`src/rtl/timer_pkg.sv`:
```
// Shared types for the PWM dead-time generator: FSM state encoding and the
// compare/dead-time configuration record used for staging and active values.
package timer_pkg;

  localparam int WIDTH_DEF    = 16;
  localparam int DT_WIDTH_DEF = 8;

  typedef enum logic [2:0] {
    OFF  = 3'd0,
    LOW  = 3'd1,
    DT_H = 3'd2,
    HIGH = 3'd3,
    DT_L = 3'd4
  } pwm_state_t;

  typedef struct packed {
    logic [WIDTH_DEF-1:0]    cmp;
    logic [DT_WIDTH_DEF-1:0] dead;
  } pwm_cfg_t;

endpackage

```
`src/rtl/pwm_shadow_reg.sv`:
```
// Double-buffered compare/dead-time registers: software stages with upd_req,
// the staged pair is copied to the active pair on a period boundary and acked.
module pwm_shadow_reg
  import timer_pkg::*;
#(
  parameter int WIDTH    = WIDTH_DEF,
  parameter int DT_WIDTH = DT_WIDTH_DEF
) (
  input  logic                clk,
  input  logic                reset,
  input  logic [WIDTH-1:0]    cmp_in,
  input  logic [DT_WIDTH-1:0] dead_in,
  input  logic                upd_req,
  input  logic                done,
  output logic [WIDTH-1:0]    cmp_act,
  output logic [DT_WIDTH-1:0] dead_act,
  output logic                upd_busy,
  output logic                upd_ack
);

  // Field widths come from the package; WIDTH/DT_WIDTH must stay equal to them.
  pwm_cfg_t stage;
  pwm_cfg_t act;
  logic     pending;
  logic     apply;

  assign apply = done && pending;

  always_ff @(posedge clk or negedge reset) begin
    if (!reset) begin
      stage   <= '0;
      act     <= '0;
      pending <= 1'b0;
      upd_ack <= 1'b0;
    end else begin
      upd_ack <= apply;
      if (apply) begin
        act <= stage;
      end
      // A request coinciding with the boundary is captured after the old
      // staging has been applied, so it stays pending for the next boundary.
      if (upd_req) begin
        stage   <= '{cmp: cmp_in, dead: dead_in};
        pending <= 1'b1;
      end else if (done) begin
        pending <= 1'b0;
      end
    end
  end

  assign cmp_act  = act.cmp;
  assign dead_act = act.dead;
  assign upd_busy = pending;

endmodule

```
`src/rtl/pwm_deadtime_gen.sv`:
```
// Complementary PWM pair from a down-counter compare, with programmable dead
// time between the high and low sides; config changes land on period edges.
module pwm_deadtime_gen
  import timer_pkg::*;
#(
  parameter int WIDTH    = WIDTH_DEF,
  parameter int DT_WIDTH = DT_WIDTH_DEF
) (
  input  logic                clk,
  input  logic                reset,
  input  logic                en,
  input  logic [WIDTH-1:0]    count,
  input  logic                done,
  input  logic [WIDTH-1:0]    cmp_in,
  input  logic [DT_WIDTH-1:0] dead_in,
  input  logic                upd_req,
  output logic                upd_busy,
  output logic                upd_ack,
  output logic                pwm_h,
  output logic                pwm_l,
  output logic                period_irq,
  output logic [2:0]          state_o
);

  logic [WIDTH-1:0]    cmp_act;
  logic [DT_WIDTH-1:0] dead_act;
  logic                ref_q;
  logic [DT_WIDTH-1:0] dt_cnt;
  logic [DT_WIDTH:0]   dt_cnt_inc;
  logic                dt_done;
  logic                dead_zero;
  pwm_state_t          state;
  pwm_state_t          state_nxt;

  pwm_shadow_reg #(
    .WIDTH    (WIDTH),
    .DT_WIDTH (DT_WIDTH)
  ) u_shadow (
    .clk      (clk),
    .reset    (reset),
    .cmp_in   (cmp_in),
    .dead_in  (dead_in),
    .upd_req  (upd_req),
    .done     (done),
    .cmp_act  (cmp_act),
    .dead_act (dead_act),
    .upd_busy (upd_busy),
    .upd_ack  (upd_ack)
  );

  always_ff @(posedge clk or negedge reset) begin
    if (!reset) begin
      ref_q      <= 1'b0;
      period_irq <= 1'b0;
    end else begin
      ref_q      <= en && (count < cmp_act);
      period_irq <= done && en;
    end
  end

  // dt_cnt+1 >= dead_act, evaluated one bit wider so dead_act=0 (possible
  // after a mid-phase update) exits immediately instead of wrapping.
  assign dt_cnt_inc = {1'b0, dt_cnt} + {{DT_WIDTH{1'b0}}, 1'b1};
  assign dt_done    = dt_cnt_inc >= {1'b0, dead_act};
  assign dead_zero  = (dead_act == '0);

  always_comb begin
    state_nxt = state;
    unique case (state)
      OFF:  state_nxt = dead_zero ? LOW : DT_L;
      LOW:  if (ref_q)  state_nxt = dead_zero ? HIGH : DT_H;
      DT_H: begin
        if (!ref_q)       state_nxt = LOW;
        else if (dt_done) state_nxt = HIGH;
      end
      HIGH: if (!ref_q) state_nxt = dead_zero ? LOW : DT_L;
      DT_L: begin
        if (ref_q)        state_nxt = HIGH;
        else if (dt_done) state_nxt = LOW;
      end
      default: state_nxt = OFF;
    endcase
    if (!en) begin
      state_nxt = OFF;
    end
  end

  always_ff @(posedge clk or negedge reset) begin
    if (!reset) begin
      state  <= OFF;
      dt_cnt <= '0;
    end else begin
      state <= state_nxt;
      if (state_nxt != state) begin
        dt_cnt <= '0;
      end else if (state == DT_H || state == DT_L) begin
        dt_cnt <= dt_cnt_inc[DT_WIDTH-1:0];
      end
    end
  end

  // Moore decode straight off the state register, so an async reset drops
  // both drives without waiting for a clock edge.
  assign pwm_h   = (state == HIGH);
  assign pwm_l   = (state == LOW);
  assign state_o = state;

endmodule

```
`config.mk`:
```
export PLATFORM = sky130hd
export DESIGN_NAME = pwm_deadtime_gen
export DESIGN_NICKNAME = d
export VERILOG_FILES = /design/src/rtl/timer_pkg.sv /design/src/rtl/pwm_shadow_reg.sv /design/src/rtl/pwm_deadtime_gen.sv
export SDC_FILE = /design/constraint.sdc
export NUM_CORES = 1
export LEC_CHECK = 0
export CAP_MARGIN = 20
export CORE_UTILIZATION = 50
export CTS_BUF_LIST = sky130_fd_sc_hd__clkbuf_8
export CTS_CLUSTER_SIZE = 16
export DETAILED_ROUTE_END_ITERATION = 6
export DONT_BUFFER_PORTS = 1
export SYNTH_ARGS = -nofsm -noshare
export SYNTH_HDL_FRONTEND = slang
export SYNTH_HIERARCHICAL = 1
export SYNTH_SLANG_ARGS = --single-unit
```
`constraint.sdc`:
```
create_clock -name clk -period 3 [get_ports clk]
set_input_delay 0.15 -clock clk [delete_from_list [all_inputs] [get_ports clk]]
set_output_delay 0.15 -clock clk [all_outputs]
set_load 0.05 [all_outputs]
```
==> Word-level counts from Yosys, hierarchy flattened <==
Cells that the tools add are included.
{ "totals": {"reg_bits": 63, "word_cells": 40} }
{ "op_classes": {"mux": 14, "n_eq_ne": 5, "order_cmp": 2, "n_reduce_logical": 8, "addsub": 1} }
{ "op_table": {"columns": ["op", "n"], "rows": [
  ["3-bit 2-to-1 mux", 8],
  ["16-bit less-than comparator", 1],
  ["8-bit 2-to-1 mux", 2],
  ["3-bit one-hot mux with 5 select lines", 1],
  ["8-bit by 1-bit adder with 9-bit output, second input constant", 1],
  ["9-bit by 8-bit >= comparator with 1-bit output", 1],
  ["8-bit logical NOT", 1],
  ["3-bit by 2-bit == test with 1-bit output, second input constant", 2],
  ["2-bit nonzero test", 2],
  ["3-bit by 1-bit == test with 1-bit output, second input constant", 1],
  ["3-bit == test, second input constant", 1],
  ["1-bit logical AND", 3],
  ["3-bit logical NOT", 1],
  ["1-bit 2-to-1 mux", 3],
  ["3-bit != test", 1],
  ["1-bit logical OR", 1]
]} }

==> Depth between registers and ports, before layout <==
Gate-level depths: netlist of the first run.
{ "depth": {"ltp_word": 8, "ltp_mapped": 11} }

==> Hierarchy <==
Netlist of the first run, hierarchy kept.
{ "modules_own_cells": {"columns": ["module", "area_each_um2", "cells_each", "instances", "seq_area_each_um2"], "rows": [
  ["pwm_shadow_reg", 1934.4, 107, 1, 1251.2],
  ["pwm_deadtime_gen", 1486.4, 166, 1, 325.3]
]} }

==> Worst setup path after synthesis of the first run <==
OpenSTA, ideal clock, no wires.
{ "synth_timing": {"path_type": "reg2reg", "startpoint": "register dt_cnt[0]", "endpoint": "register dt_cnt[2]", "arrival_ps": 2554, "setup_ps": 94, "synth_period_minus_slack_ps": 2648, "n_path_buf": 1, "path_slack_ps": 352, "stages_incl_launch_ff": 12, "cell_sequence": "dfrtp_1 > ha_1 > and4_4 > nand2_1 > xnor2_1 > ha_1 > a211o_1 > o211ai_2 > o311ai_2 > or4_4 > buf_6 > a211oi_1"} }
{ "synth_between": {"elab_chain_cells": 8, "elab_cells_between_ends": 12, "classes_between": "add/sub: 1; order compare: 1; eq/ne: 1; mux: 8; reduce/logical: 1"} }
{ "synth_lines": {"columns": ["item", "line", "source"], "rows": [
  ["from (decl)", "pwm_deadtime_gen.sv:28", "logic [DT_WIDTH-1:0] dt_cnt;"],
  ["from (signal assigned)", "pwm_deadtime_gen.sv:97", "dt_cnt <= dt_cnt_inc[DT_WIDTH-1:0];"],
  ["8-bit by 1-bit adder with 9-bit output *", "pwm_deadtime_gen.sv:63", "assign dt_cnt_inc = {1'b0, dt_cnt} + {{DT_WIDTH{1'b0}}, 1'b1};"],
  ["9-bit by 8-bit >= comparator with 1-bit output", "pwm_deadtime_gen.sv:64", "assign dt_done = dt_cnt_inc >= {1'b0, dead_act};"],
  ["3-bit 2-to-1 mux, on equally long branches", "pwm_deadtime_gen.sv:79, pwm_deadtime_gen.sv:74", null],
  ["3-bit 2-to-1 mux, on equally long branches", "pwm_deadtime_gen.sv:78, pwm_deadtime_gen.sv:73", null],
  ["3-bit one-hot mux with 5 select lines", "pwm_deadtime_gen.sv:69", "unique case (state)"],
  ["3-bit 2-to-1 mux", "pwm_deadtime_gen.sv:83", "if (!en) begin"],
  ["3-bit != test", "pwm_deadtime_gen.sv:94", "if (state_nxt != state) begin"],
  ["8-bit 2-to-1 mux / 2-bit nonzero test (equally long branches)", null, null]
]} }
Mark *: on every way between the ends. The rest lies on a longest branch, timed or not. The select of a mux whose other input is x is not followed.
A chain may end at the register's enable or synchronous reset.

==> Worst setup path in the final report of the first run <==
Ends and elaborated chain as after synthesis.

==> metrics.csv, run 1 <==
stage,metric,value,unit
critical_path,Critical Path RT,3.23,ns
critical_path,Setup Crit Path Kind,reg -> reg,
sta,Final Hold Viols,0,
synth,register area share after synthesis,0.461,
floorplanning,die height,84.7,um
sta,final clock period utilization by the worst path,0.950,
clock_tree,CTS Buf Count,9,
global_route,initial antenna violation count,0,
final_layout,n_diodes,0,
synth,top_reg_cell synth,dfrtp_1,
power_and_ir_drop,static leakage,1.85,nW
route,Via density,5.45,
power_and_ir_drop,power per cell area,587,nW/um^2
critical_path,reg-to-reg endpoint,dt_cnt[2],
worst_hold_path,Hold WC Path Type,in -> reg,
global_route,number of global-route vias before repair,2168,
critical_path,crit path max fanout,8,
floorplanning,total die area,7180,um^2
synth,Mapped Avg Cell Area,12.5,um^2
floorplanning,Row Count,29,
global_route,first-pass GRT wire length,10.6,mm
clock_tree,Setup Buffers After CTS,0,
final_layout,fin cells,386,
floorplanning,Starting Density,0.530,
synth,#FFs+latches synth,63,
place,Buffers on Ports,0,
route,"antenna viol nets, final",0,
power_and_ir_drop,Peak VDD IR,0.464,mV
critical_path,"Arr. time, crit path",3.08,ns
synth,Yosys warnings,6,
synth,Mapped Area,3420,um^2
route,WL final,6.08,mm
global_route,pin count of the biggest net entering global routing,64,
sta,worst slew pin tran,0.828,ns
critical_path,CP endpoint kind,flop,
run_status,status,completed,
sta,final setup violation count,0,
route,DRT Pass-1 Iters,6,
synth,syn_nets,342,
critical_path,crit path to,dt_cnt[2],
floorplanning,core area,6460,um^2
synth,Cell variety after synth,47,
final_layout,"Area growth, synth to finish",15.1,%
route,Initial DRC Count,107,
synth,"EDFF count, synth",0,
floorplanning,die width,84.7,um
job,max_cap viols,0,
synth,synthesized netlist cell count,273,
critical_path,R2R setup slack,0.15,ns
clock_tree,clock sink count,63,
sta,FMAX,351,MHz
sta,Tmin final,2.85,ns
sta,max_slew headroom,0.445,
place,Placed Cells,340,
clock_tree,root buffer cell,clkbuf_8,
clock_tree,Skew-Pair Late Insertion Delay,0.33,ns
final_layout,final core utilization,0.610,
clock_tree,H-tree depth,3,
synth,asr flop ratio synth,1.00,
global_route,GRT Overall Usage,0.190,
clock_tree,TritonCTS clock tree,yes,
critical_path,Worst R2R Start,dt_cnt[0],
critical_path,R2R cell count,10,
sta,Setup Skew,0.00408,ns
route,drt wl/cell,15.8,um
place,HPWL Detailed,4.14,mm
route,via count,2102,
final_layout,layout cells sized above 1,0.252,
critical_path,Startpoint Class,flop,
place,routability cong.,0.789,
clock_tree,maximum root-to-sink buffer count,2,
sta,max-slew violation total from the final report,0,
final_layout,layout net count,373,
global_route,total gr overflow,0,
floorplanning,IO Count,53,
critical_path,Setup crit start,dt_cnt[0],
route,drc violations,0,
clock_tree,clock transition at the registers of the reported paths,0.07,ns
## critical path, cell delays in order (launching register included)
cell and delay (ns):
dfrtp_1 0.42, ha_2 0.24, and4_4 0.25, nand2_1 0.09, xnor2_1 0.15, ha_1 0.21
a211o_1 0.28, o211ai_2 0.07, o311ai_2 0.18, or4_4 0.58, a211oi_1 0.28
## state kept, by name, indices dropped and copies added (netlist names)
register and cells:
u_shadow/stage 24, u_shadow/cmp_act 16, dt_cnt 8, u_shadow/dead_act 8
state_o 3, period_irq 1, ref_q 1, u_shadow/upd_ack 1
u_shadow/upd_busy 1
## worst min-delay path by stage
stage / startpoint / end / slack [ns] / cells after the start
floorplan: reset / dt_cnt[0] / -0.15 / 0
global placement: reset / u_shadow/cmp_act[0] / -0.14 / 0
detailed placement: reset / u_shadow/cmp_act[1] / -0.14 / 0
CTS: en / state_o[0] / 0.05 / 2
global route: en / state_o[0] / 0.06 / 2
finish: en / state_o[0] / 0.06 / 2
## through the flow
step / setup slack (ns) / hold slack [ns] / total power, mW / setup TNS [ns] / instance area [um^2]
2_1_floorplan: 0.352 / -0.146 / 1.54 / 0 / 3420
3_3_place_gp: 0.254 / -0.144 / 1.60 / 0 / 3430
4_1_cts: 0.129 / 0.0519 / 2.33 / 0 / 3930
3_5_place_dp: 0.157 / -0.143 / 1.61 / 0 / 3430
6_report: 0.149 / 0.0631 / 2.31 / 0 / 3940
5_1_grt: -0.00567 / 0.0562 / 2.45 / -0.00567 / 3940
## routing by layer
metal,up-vias,routed length (um),global-route usage
met2,54,2750,0.289
met5,-,0,0
li1,1029,-,-
met3,8,318,0.0541
met4,0,89,0.0832
met1,1011,2930,0.253
## timing repair
action | in CTS | in global routing
hold endpoints to repair | 92 | 0
hold buffers | 30 | 0
endpoints found under the setup margin | 0 | 8
gates resized for setup | 0 | 2
## power breakdown
| part | leakage (nW) | internal (mW) | switching [mW] |
|---|---|---|---|
| Combinational | 0.985 | 0.314 | 0.266 |
| Clock | 0.0977 | 0.336 | 0.326 |
| Sequential | 0.763 | 0.965 | 0.104 |
## cell usage in the layout, fill, tap and decap left out, types with 2 or more instances in the layout
cell type / count
a211oi_1: 11
a21o_1: 3
a21oi_1: 4
a31oi_1: 2
and2_1: 2
and3_1: 3
buf_4: 2
clkbuf_8: 11
clkinv_2: 2
dfrtp_1: 63
dlygate4sd3_1: 28
ha_1: 23
inv_1: 29
mux2_2: 29
mux2_4: 19
nand2_1: 8
nand2b_1: 2
nand3_1: 4
nand4_1: 3
nor2_1: 6
nor2b_1: 2
nor3_1: 3
nor4_1: 2
o2111a_1: 2
o211ai_1: 3
o21ai_0: 4
xnor2_1: 10
xor2_1: 5
## layout make-up
cell class / instances / area (um^2)
clock buffer: 11 / 151
clock inverter: 5 / 25.0
fill: 533 / 2520
inverter: 27 / 101
multi-input combinational: 171 / 1650
sequential: 63 / 1580
tap: 77 / 96.3
timing repair buffer: 32 / 343
## kinds of logic after synthesis
| logic type | synth area share |
|---|---|
| adders and majority gates | 0.0878 |
| and+or+nand+nor | 0.0743 |
| muxes | 0.182 |
| AOI/OAI and AO/OA | 0.0958 |
| DFF | 0.461 |
| xor gates and xnor gates | 0.0384 |
| buffers and inverters | 0.0611 |
## synthesized netlist by cell type (all sizes together) (2+ instances only)
library cell,count,share of area
o2111a,2,0.0066
nor3,3,0.0044
clkbuf,3,0.0037
o21ai,4,0.0059
nand2b,3,0.0077
a211oi,11,0.024
a21o,3,0.0066
xor2,5,0.013
and2,2,0.0037
mux2,48,0.18
inv,27,0.030
a31oi,2,0.0037
buf,9,0.028
ha,24,0.088
nand4,3,0.0055
xnor2,10,0.026
a21oi,4,0.0059
and3,3,0.0055
nor2b,2,0.0037
nand3,4,0.0059
nor2,7,0.0077
dfrtp,63,0.46
nand2,9,0.011
nor4,2,0.0037
o211ai,4,0.010
Note: power is estimated with default switching activity, not from simulation.
==> inputs of run 2 (changes only) <==
clock period = 3.6 ns   (was 3 ns; I/O delays follow)
==> run 2 against run 1 <==
  * The run now ends with DRC left
  * Die area unchanged
  * Clock-buffer cell count down 1
  * Sequential share of layout area down 0.70 points
  * Highest routed layer unchanged
  * Routed wire length up 4.7%
  * Largest power group unchanged
  * Critical path depth down 1
  * First-iteration DRC count down 34%
  * Register-to-register slack better by 0.56 ns
  * Combinational power down 20%
  * Worst setup slack better by 0.56 ns
  * Maximum frequency down 1.3%
==> metrics.csv, run 2 (synthesis results as in run 1) <==
stage,metric,value,unit,change
power_and_ir_drop,sw power,589,uW,-15%
floorplanning,total die area,7180,um^2,unchanged
power_and_ir_drop,Clock Power Share,0.330,,+0.044
global_route,initial antenna violation count,0,,unchanged
run_status,failing checks,DRC,,
clock_tree,H-tree depth,3,,unchanged
route,Via density,5.55,,+1.9%
clock_tree,Setup Buffers After CTS,0,,unchanged
sta,Final TNS setup,0,ns,unchanged
sta,FMAX,346,MHz,-1.3%
route,via count,2158,,+2.7%
place,routability cong.,0.805,,+2.0%
route,drt wl/cell,16.4,um,+3.9%
sta,Final Hold Viols,0,,unchanged
floorplanning,Row Count,29,,unchanged
clock_tree,TritonCTS clock tree,yes,,
critical_path,"Arr. time, crit path",3.12,ns,+0.04 ns
final_layout,most frequent cells in the layout,"dfrtp_1 (63), dlygate4sd3_1 (33), mux2_2 (29), inv_1 (27), ha_1 (24)",,
floorplanning,die height,84.7,um,unchanged
floorplanning,Starting Density,0.530,,unchanged
global_route,GRT Overall Usage,0.195,,+0.00562
floorplanning,die width,84.7,um,unchanged
sta,setup ws final,0.710,ns,+0.562 ns
critical_path,crit path max fanout,8,,unchanged
sta,worst slew pin tran,0.829,ns,+0.000335 ns
final_layout,n_diodes,0,,unchanged
floorplanning,core area,6460,um^2,unchanged
floorplanning,IO Count,53,,unchanged
clock_tree,root buffer cell,clkbuf_8,,
final_layout,max reg flops,24,,unchanged
clock_tree,clock transition at the registers of the reported paths,0.07,ns,about the same
sta,final clock period utilization by the worst path,0.803,,-0.148
power_and_ir_drop,static leakage,1.88,nW,+1.6%
power_and_ir_drop,Peak VDD IR,0.265,mV,-43%
final_layout,"commonest non-fill, non-tap cell in the layout",dfrtp_1,,
route,WL final,6.37,mm,+4.7%
worst_hold_path,Hold WC Path Type,in -> reg,,
clock_tree,clock sink count,63,,unchanged
global_route,number of global-route vias before repair,2241,,+3.4%
sta,Setup Skew,0.00799,ns,+0.00391 ns
critical_path,CP endpoint kind,flop,,
clock_tree,maximum root-to-sink buffer count,2,,unchanged
power_and_ir_drop,Sw Ratio,0.286,,-0.0153
clock_tree,cts-stage hold buffer count,33,,+10%
route,drc violations,2,,+2
power_and_ir_drop,power per cell area,514,nW/um^2,-12%
final_layout,layout net count,376,,+0.80%
place,Placement Setup Slack,0.781,ns,+0.624 ns
global_route,total gr overflow,0,,unchanged
place,Buffers on Ports,0,,unchanged
critical_path,Startpoint Class,flop,,
global_route,pin count of the biggest net entering global routing,64,,unchanged
final_layout,"Area growth, synth to finish",17.2,%,
clock_tree,CTS Buf Count,9,,unchanged
route,Initial DRC Count,71,,-34%
final_layout,"Most flops, register",u_shadow/stage,,
power_and_ir_drop,logic gate share of total power,0.225,,-0.026
place,HPWL Detailed,4.14,mm,about the same
global_route,first-pass GRT wire length,10.7,mm,+1.6%
clock_tree,cts repair resizes,0,,unchanged
sta,final setup violation count,0,,unchanged
route,DRT Pass-1 Iters,7,,+1
sta,max-slew violation total from the final report,0,,unchanged
route,"antenna viol nets, final",0,,unchanged
run_status,status,finished with violations,,
sta,Tmin final,2.89,ns,+0.0384 ns
critical_path,Critical Path RT,3.83,ns,+0.60 ns
place,Placed Cells,338,,-0.59%
sta,RSZ-0062 raised after global routing,no,,
final_layout,final core utilization,0.621,,+0.0108
clock_tree,Skew-Pair Late Insertion Delay,0.33,ns,about the same
power_and_ir_drop,Pint,1.47,mW,-9.0%
final_layout,number of fillers in the final layout,510,,-4.3%
job,max_cap viols,0,,unchanged
critical_path,Setup Crit Path Kind,reg -> reg,,
sta,Hold Slack,0.0259,ns,-0.0372 ns
final_layout,fin cells,389,,+0.78%
power_and_ir_drop,part of the power in registers,0.445,,-0.017
sta,max_slew headroom,0.445,,about the same
final_layout,layout cells sized above 1,0.244,,-0.00884
run 2: cell count changes in the layout (fill, tap and decap cells not counted), moves of 2 or more:
cell           before  now
dlygate4sd3_1      28   33
buf_4               2    0
bufinv_16           0    2
inv_1              29   27
run 2: metrics by stage:
stage / cell area, um^2 / power (mW)
2_1_floorplan: 3420 / 1.28
3_3_place_gp: 3410 / 1.33
3_5_place_dp: 3410 / 1.34
4_1_cts: 3980 / 2.08
5_1_grt: 4010 / 2.18
6_report: 4010 / 2.06
run 2: final timing paths:
path	endpoint	cells after the start	start	slack [ns]
min in group asynchronous	dt_cnt[6]	2	reset	0.39
max in group asynchronous	u_shadow/dead_act[0]	2	reset	2.93
worst max-delay path	dt_cnt[1]	9	dt_cnt[2]	0.71
worst min register to register	u_shadow/cmp_act[10]	1	u_shadow/stage[18]	0.50
worst min-delay path	ref_q	2	en	0.03
worst max register to register	dt_cnt[1]	9	dt_cnt[2]	0.71
run 2: power groups by stage:
stage	Clock (mW)	Combinational, mW	Sequential (mW)
2_1_floorplan	0	0.386	0.893
3_3_place_gp	0	0.402	0.926
3_5_place_dp	0	0.409	0.928
4_1_cts	0.701	0.465	0.915
5_1_grt	0.732	0.517	0.932
6_report	0.681	0.463	0.917
run 2: area by class of cell:
cell class              instances  area (um^2)  area share
multi-input cells             171         1640       0.409
flip-flops and latches         63         1580       0.393
repair buffers                 35          373      0.0930
clock buffers                  10          138      0.0343
inverters                      27          101      0.0253
well taps                      77         96.3      0.0240
clock inverters                 6         83.8      0.0209
run 2: worst max-delay path, cell delays in order, from the launching register on:
cell and delay [ns]:
dfrtp_1 0.44, nand3_1 0.18, nor2_1 0.30, xor2_1 0.20, ha_1 0.26, a211o_1 0.31
o211ai_2 0.08, o311ai_2 0.17, or4_4 0.58, a211oi_1 0.28
run 2: metal layers:
metal | global-route usage | up-vias | part of all wire
li1 | - | 1040 | -
met5 | 0 | - | 0
met1 | 0.264 | 1067 | 0.48
met4 | 0.0740 | 0 | 0.010
met3 | 0.0521 | 5 | 0.040
met2 | 0.302 | 46 | 0.47
==> inputs of run 3 (changes only) <==
clock period = 2.95 ns   (was 3.6 ns; I/O delays follow)
==> run 3 against run 2 <==
  * The run still ends with DRC left
  * Final area increased by 0.53%
  * Sequential cell count stayed put
  * Core utilization rose by 0.33 points
  * Critical path type unchanged
  * Critical endpoint is now state_o[0]
==> metrics.csv, run 3 (synthesis results as in run 1) <==
stage,metric,value,unit,change
route,drt wl/cell,16.1,um,-1.8%
final_layout,"commonest non-fill, non-tap cell in the layout",dfrtp_1,,
sta,FMAX,357,MHz,+3.2%
floorplanning,die width,84.7,um,unchanged
critical_path,Critical Path RT,3.16,ns,-0.67 ns
sta,Setup Skew,0.00878,ns,+0.000789 ns
final_layout,"Area growth, synth to finish",17.8,%,
clock_tree,clock transition at the registers of the reported paths,0.08,ns,about the same
clock_tree,maximum root-to-sink buffer count,2,,unchanged
floorplanning,IO Count,53,,unchanged
power_and_ir_drop,static leakage,1.89,nW,+0.73%
floorplanning,Row Count,29,,unchanged
global_route,number of global-route vias before repair,2257,,+0.71%
final_layout,n_diodes,0,,unchanged
global_route,pin count of the biggest net entering global routing,64,,unchanged
power_and_ir_drop,Peak VDD IR,0.403,mV,+52%
route,Via density,5.48,,-1.2%
place,Placed Cells,341,,+0.89%
route,WL final,6.24,mm,-2.1%
critical_path,CP endpoint kind,flop,,
global_route,total gr overflow,0,,unchanged
job,max_cap viols,0,,unchanged
sta,Tmin final,2.80,ns,-0.0888 ns
clock_tree,H-tree depth,3,,unchanged
route,drc violations,2,,unchanged
power_and_ir_drop,Tot Pwr,2.64,mW,+28%
critical_path,Startpoint Class,flop,,
global_route,GRT Overall Usage,0.192,,-0.00373
final_layout,layout cells sized above 1,0.260,,+0.0169
sta,worst slew pin tran,0.830,ns,+0.00150 ns
floorplanning,Starting Density,0.530,,unchanged
final_layout,fin cells,388,,-0.26%
critical_path,"Arr. time, crit path",3.01,ns,-0.11 ns
power_and_ir_drop,power per cell area,655,nW/um^2,+28%
clock_tree,root buffer cell,clkbuf_8,,
sta,final setup violation count,0,,unchanged
final_layout,post-route cell area,4030,um^2,+0.53%
critical_path,crit path max fanout,9,,+1
clock_tree,Skew-Pair Late Insertion Delay,0.34,ns,about the same
route,"antenna viol nets, final",0,,unchanged
place,Buffers on Ports,0,,unchanged
final_layout,layout net count,375,,-0.27%
sta,Final Hold Viols,0,,unchanged
final_layout,number of fillers in the final layout,518,,+1.6%
clock_tree,TritonCTS clock tree,yes,,
route,via count,2127,,-1.4%
sta,max-slew violation total from the final report,0,,unchanged
final_layout,"Most flops, register",u_shadow/stage,,
critical_path,Setup Crit Path Kind,reg -> reg,,
floorplanning,total die area,7180,um^2,unchanged
place,routability cong.,0.795,,-1.2%
clock_tree,CTS Buf Count,9,,unchanged
global_route,first-pass GRT wire length,10.6,mm,-1.2%
clock_tree,clock sink count,63,,unchanged
run_status,status,finished with violations,,
run_status,failing checks,DRC,,
sta,final clock period utilization by the worst path,0.949,,+0.147
sta,max_slew headroom,0.444,,-0.00100
place,Post-DP Area,3440,um^2,+0.66%
floorplanning,core area,6460,um^2,unchanged
final_layout,most frequent cells in the layout,"dfrtp_1 (63), mux2_2 (29), dlygate4sd3_1 (28), inv_1 (27), ha_1 (24)",,
place,HPWL Detailed,4.26,mm,+2.8%
route,DRT Pass-1 Iters,7,,unchanged
route,Initial DRC Count,71,,unchanged
final_layout,max reg flops,24,,unchanged
floorplanning,die height,84.7,um,unchanged
worst_hold_path,Hold WC Path Type,in -> reg,,
global_route,initial antenna violation count,0,,unchanged
==> run 3: changes by cell type in the layout (fill, tap and decap cells not counted), sizes merged <==
cell,before,now
clkbuf,10,11
bufinv,2,3
clkinv,4,2
dlygate4sd3,33,28
buf,2,6
==> run 3: final timing paths <==
check | from | end | slack, ns | depth (start not counted)
setup / recovery | dt_cnt[0] | state_o[0] | 0.15 | 10
hold / removal | en | state_o[0] | 0.07 | 2
setup reg to reg | dt_cnt[0] | state_o[0] | 0.15 | 10
hold reg to reg | u_shadow/stage[7] | u_shadow/dead_act[7] | 0.50 | 1
max in group asynchronous | reset | state_o[1] | 2.33 | 2
min in group asynchronous | reset | dt_cnt[5] | 0.33 | 2
==> run 3: per-stage QoR <==
stage / setup slack [ns] / hold slack, ns / util / setup TNS (ns)
CTS: 0.0948 / 0.0529 / 0.622 / 0
finish: 0.149 / 0.0710 / 0.624 / 0
global placement: 0.206 / -0.146 / 0.532 / 0
floorplan: 0.302 / -0.148 / - / 0
global route: -0.00641 / 0.0829 / 0.624 / -0.00641
detailed placement: 0.0906 / -0.145 / 0.532 / 0
==> run 3: layout make-up <==
class                   instances  area (um^2)  area share
well taps                      77         96.3      0.0239
clock inverters                 5          104      0.0258
repair buffers                 34          358      0.0888
multi-input cells             171         1640       0.408
clock buffers                  11          151      0.0376
flip-flops and latches         63         1580       0.391
inverters                      27          101      0.0251
==> run 3: metal layers <==
layer | GRT usage | part of all wire | up-vias
met1 | 0.251 | 0.47 | 1037
met5 | 0 | 0 | -
li1 | - | - | 1036
met3 | 0.0452 | 0.043 | 9
met4 | 0.0832 | 0.018 | 0
met2 | 0.305 | 0.46 | 45
==> run 3: critical path, cell delays in order, from the launching register on <==
cell      delay, ns
dfrtp_1        0.41
ha_1           0.24
and4_4         0.25
nand2_1        0.08
xnor2_1        0.15
ha_1           0.21
a211o_1        0.28
o211ai_2       0.07
o311ai_2       0.18
o2111a_1       0.40
or3b_1         0.39
==> run 3: power breakdown <==
group | switching [mW] | leakage, nW | internal, mW
logic | 0.288 | 0.997 | 0.323
registers | 0.0984 | 0.763 | 0.982
clock network | 0.343 | 0.130 | 0.608
==> run 3: what timing repair did <==
action / CTS / global route
hold buffers: 30 / 0
gates resized for setup: 0 / 1
buffers inserted: 0 / 1
endpoints found under the setup margin: 0 / 9
endpoints found under the hold margin: 92 / 0
